`config.mk`:
```
export PLATFORM = sky130hd
export DESIGN_NAME = oled_frame_streamer
export DESIGN_NICKNAME = d
export VERILOG_FILES = /design/src/rtl/oled_frame_streamer.sv
export SDC_FILE = /design/constraint.sdc
export NUM_CORES = 1
export LEC_CHECK = 0
export ABC_CLOCK_PERIOD_IN_PS = 3900
export CAP_MARGIN = 0
export CORE_MARGIN = 3
export CORE_UTILIZATION = 30
export CTS_CLUSTER_SIZE = 10
export DETAILED_ROUTE_END_ITERATION = 8
export PLACE_DENSITY = 0.5
export SYNTH_ARGS = -nofsm -noshare
export SYNTH_HDL_FRONTEND = slang
export SYNTH_SLANG_ARGS = --single-unit
export TNS_END_PERCENT = 20
```
`constraint.sdc`:
```
create_clock -name CLK -period 3.9 [get_ports CLK]
set_clock_uncertainty 0.05 [all_clocks]
set_input_delay 1.17 -clock CLK [delete_from_list [all_inputs] [get_ports CLK]]
set_output_delay 1.17 -clock CLK [all_outputs]
set_load 0.02 [all_outputs]
```
`src/rtl/oled_frame_streamer.sv`:
```
// oled_frame_streamer: streams one frame-buffer frame to the OLED SPI byte controller, one page at a time
module oled_frame_streamer #(
    parameter int PAGES  = 4,
    parameter int COLS   = 128,
    parameter int ADDR_W = 9
) (
    input  logic              CLK,
    input  logic              RST,
    input  logic              START,
    output logic              BUSY,
    output logic              DONE,
    output logic [ADDR_W-1:0] MEM_ADDR,
    input  logic [7:0]        MEM_DATA,
    output logic              SPI_EN,
    output logic [7:0]        SPI_DATA,
    input  logic              SPI_FIN,
    output logic              DC
);
    localparam int PW = PAGES > 1 ? $clog2(PAGES) : 1;
    localparam int CW = COLS > 1 ? $clog2(COLS) : 1;
    localparam logic [2:0] IDLE     = 3'd0;
    localparam logic [2:0] CMD_LOAD = 3'd1;
    localparam logic [2:0] MEM_RD   = 3'd2;
    localparam logic [2:0] MEM_WAIT = 3'd3;
    localparam logic [2:0] SEND     = 3'd4;
    localparam logic [2:0] RELEASE  = 3'd5;
    localparam logic [2:0] FINISH   = 3'd6;
    logic [2:0]        state;
    logic [PW-1:0]     page;
    logic [CW-1:0]     col;
    logic [1:0]        idx;
    logic [ADDR_W-1:0] page_base;
    logic [7:0]        cmd_byte;
    always_comb begin
        page_base = ADDR_W'(int'(page) * COLS);
        cmd_byte  = idx == 2'd0 ? (8'hB0 | 8'(page)) : idx == 2'd1 ? 8'h00 : 8'h10;
    end
    // DC doubles as the phase flag: low while sending the address command, high for pixel data
    always_ff @(posedge CLK or posedge RST) begin
        if (RST) begin
            state    <= IDLE;
            page     <= '0;
            col      <= '0;
            idx      <= '0;
            BUSY     <= 1'b0;
            DONE     <= 1'b0;
            MEM_ADDR <= '0;
            SPI_EN   <= 1'b0;
            SPI_DATA <= '0;
            DC       <= 1'b0;
        end else begin
            case (state)
                IDLE: if (START) begin
                    state <= CMD_LOAD;
                    page  <= '0;
                    idx   <= '0;
                    BUSY  <= 1'b1;
                end
                CMD_LOAD: begin
                    SPI_DATA <= cmd_byte;
                    DC       <= 1'b0;
                    state    <= SEND;
                end
                MEM_RD: state <= MEM_WAIT;
                MEM_WAIT: begin
                    SPI_DATA <= MEM_DATA;
                    DC       <= 1'b1;
                    state    <= SEND;
                end
                // SPI_EN rises one cycle after the byte is loaded so data leads the request
                SEND: if (SPI_EN && SPI_FIN) begin
                    SPI_EN <= 1'b0;
                    state  <= RELEASE;
                end else begin
                    SPI_EN <= 1'b1;
                end
                RELEASE: if (!SPI_FIN) begin
                    if (!DC) begin
                        if (idx != 2'd2) begin
                            idx   <= idx + 2'd1;
                            state <= CMD_LOAD;
                        end else begin
                            col      <= '0;
                            MEM_ADDR <= page_base;
                            state    <= MEM_RD;
                        end
                    end else if (col != CW'(COLS - 1)) begin
                        col      <= col + 1'b1;
                        MEM_ADDR <= MEM_ADDR + 1'b1;
                        state    <= MEM_RD;
                    end else if (page != PW'(PAGES - 1)) begin
                        page  <= page + 1'b1;
                        idx   <= '0;
                        state <= CMD_LOAD;
                    end else begin
                        DONE  <= 1'b1;
                        BUSY  <= 1'b0;
                        state <= FINISH;
                    end
                end
                FINISH: begin
                    DONE  <= 1'b0;
                    state <= IDLE;
                end
                default: state <= IDLE;
            endcase
        end
    end
endmodule

```
==> results.ini <==
[outcome]
outcome=completed

[routing]
wl_met3_microns=200
drtAntennaViolNets=0
wl_per_cell_microns=14.7
met2_length_microns=2020
highest_layer=met4
wirelength_microns=4500
dr_total_vias=1573
drc=0
dr.pass1.iters=4
vias_per_cell=5.14
drt_iter0_drc=100
wl_met1_microns=2200

[timing]
setup_viol=0
worst_slack_ns=0.999
worst_pin_slew_ns=0.791
hold_viol=0
period_share_pct=74.4
hold_ws_ns=0.430
rsz0062_at_grt=false
maxSlewHeadroom_pct=47.3
fin_setup_tns_ns=0
fmax_mhz=345
finalCriticalPeriod_ns=2.90
drv_slew=0

[flow_run]
max_cap_violations=0

[critical_path]
r2r_slack_ns=1.75
crit_required_ns=4.06
worstReg2RegEnd=col[3]$_DFFE_PP0P_
crit_type=primary input to flip-flop
startpoint_type=primary input
cp_slowest_cell=or4_1
path_buf_inv=1
reg2reg_depth=4
worstPathMaxFanout=21
r2r_start=state[1]$_DFFE_PP0P_
cp_cell_sequence=clkdlybuf4s50_1, and4bb_4, o21ai_2, or4_1, a21oi_1
crit_family=simple AND/OR/NAND/NOR gates
cp-end-kind=flip-flop
arrival_ns=3.06
cp_slowest_stage_delay_ns=0.57

[global_route]
grt_antenna_before_repair=0
grt_pass1_vias=1568
grt_max_degree=36
track_usage_pct=13.1
grt_pass1_wl_microns=7610
overflow=0

[floorplan]
ios=33
die_w_microns=85.0
fp-row-count=28
die_area_sq_mm=0.00723
start_util_pct=31.3
core_region_area_sq_mm=0.00599
fp.dieH_microns=85.0

[pwr]
power_density_mw_per_mm2=494
leakage_uw=0.000991
peakVddDrop_mv=0.220

[placed_design]
dp_hpwl_microns=3180
placedCellCount=299
place_ws_ns=0.720
routabilityCongestion=0.784
port_buffers=32

[clock_tree]
cts_max_level=2
numCtsBuffers=5
clock-sinks=35
insertion_delay_ns=0.29
post_cts_buffers=0
cts_buffer_depth=2
cts.reportedPaths.clkPinSlew_ns=0.07
hold_buffers=0
tritoncts=done
cts-resized-gates=0
root_buffer=clkbuf_8

[min_path]
hold-path-cell-count=2
holdCritStartpoint=SPI_DATA[6]$_DFFE_PP0P_
worstHoldEndpoint=SPI_DATA[6]$_DFFE_PP0P_
hold_class=flip-flop to flip-flop

[logic_synthesis]
synthTopCellsByCount=dfrtp_1, nand2_1, a21oi_1, o21ai_0, inv_1
synth_top_area_share_pct=46.7
synthCells=199
synth_fp_nets=217
ys_types=42
seq_area_frac_synth_pct=46.7
synth_edf_count=0
yosysWarnings=0
synthTopCellsByArea=dfrtp_1, nand2_1, a21oi_1
ys_ff_latch=35
synth_area_per_cell_sq_um=9.42
synth.most_common_cell=dfrtp_1
syn_area_sq_mm=0.00187
ys.flop_type=dfrtp_1
yosys.area.top_type=dfrtp_1
async_flop_share_pct=100

[finish]
synthToLayoutAreaGrowth_pct=24.8
diodes=0
drive_gt1_share_pct=6.06
fin_cells=306
fin_util_pct=39.1
nets=249

-- tightest hold or removal path: cells and delay by family (launching register included) --
family           cells  cell delay [ns]
flip-flops           1             0.34
AO/OA/AOI/OAI        1             0.06
AND/OR/NAND/NOR      1             0.05
-- worst max path at each step --
stage	startpoint	to	slack [ns]	cells after the start
floorplan	SPI_FIN	col[2]$_DFFE_PP0P_	1.46	5
global placement	SPI_FIN	col[3]$_DFFE_PP0P_	0.75	5
detailed placement	SPI_FIN	col[3]$_DFFE_PP0P_	0.72	5
CTS	SPI_FIN	col[3]$_DFFE_PP0P_	1.02	5
global route	SPI_FIN	col[3]$_DFFE_PP0P_	0.89	5
finish	SPI_FIN	col[3]$_DFFE_PP0P_	1.0	5
-- sequential cells by signal, summed over array words and instances (netlist names) --
register  count
BUSY          1
DC            1
DONE          1
MEM_ADDR      9
SPI_DATA      8
SPI_EN        1
col           7
idx           2
page          2
state         3
-- metrics by stage --
step,total power [uW],instance area [sq um]
after floorplan,755,1870
after global placement,902,2250
after detailed placement,902,2250
after CTS,1170,2340
after global routing,1240,2340
final,1150,2340
-- power breakdown --
part	total, uW	leakage [uW]	switching [uW]	internal (uW)
Clock	264	0.0000470	125	138
Sequential	501	0.000459	72.9	428
Combinational	390	0.000485	214	176
-- logic make-up (layout without fill, tap and decap cells) --
logic type	count (synthesis)	in the layout	synth area share, %
buf+inv	20	52	4.94
flops	35	35	46.7
simple gates	77	77	22.2
mux	5	5	2.74
fa+ha+maj	6	6	4.01
compound gates	56	56	19.4
-- metal layers --
metal | track usage [%] | up-vias
met2 | 20.0 | 33
met4 | 5.18 | 0
met1 | 18.4 | 740
li1 | - | 795
met5 | 0 | -
met3 | 2.33 | 5
-- area by class of cell --
cell class / count / area (sq um)
clock buffers: 6 / 82.6
clock inverters: 1 / 5.00
fillers: 622 / 3650
inverters: 11 / 41.3
multi-input cells: 144 / 906
flip-flops and latches: 35 / 876
well taps: 75 / 93.8
repair buffers: 34 / 335
-- cell usage in the layout, fill, tap and decap left out, types with 2 or more instances in the layout --
cell type / Yosys / routed
dfrtp_1: 35 / 35
nor2_1: 8 / 8
or4_1: 5 / 5
clkdlybuf4s50_1: 0 / 32
or3_1: 2 / 2
nand3_1: 9 / 9
nand3b_1: 2 / 2
buf_4: 0 / 2
ha_1: 6 / 6
clkbuf_8: 0 / 6
a21o_1: 3 / 3
a21oi_1: 15 / 15
nand2b_1: 5 / 5
o31ai_1: 8 / 8
nand4_1: 2 / 2
a22o_1: 2 / 2
mux2i_1: 4 / 4
nor4_1: 2 / 2
nor3_1: 5 / 5
o21ai_0: 15 / 15
inv_1: 11 / 11
nand2_1: 24 / 24
and3_1: 5 / 5
a32o_1: 4 / 4
No activity file was read; power rests on OpenSTA's default activity.
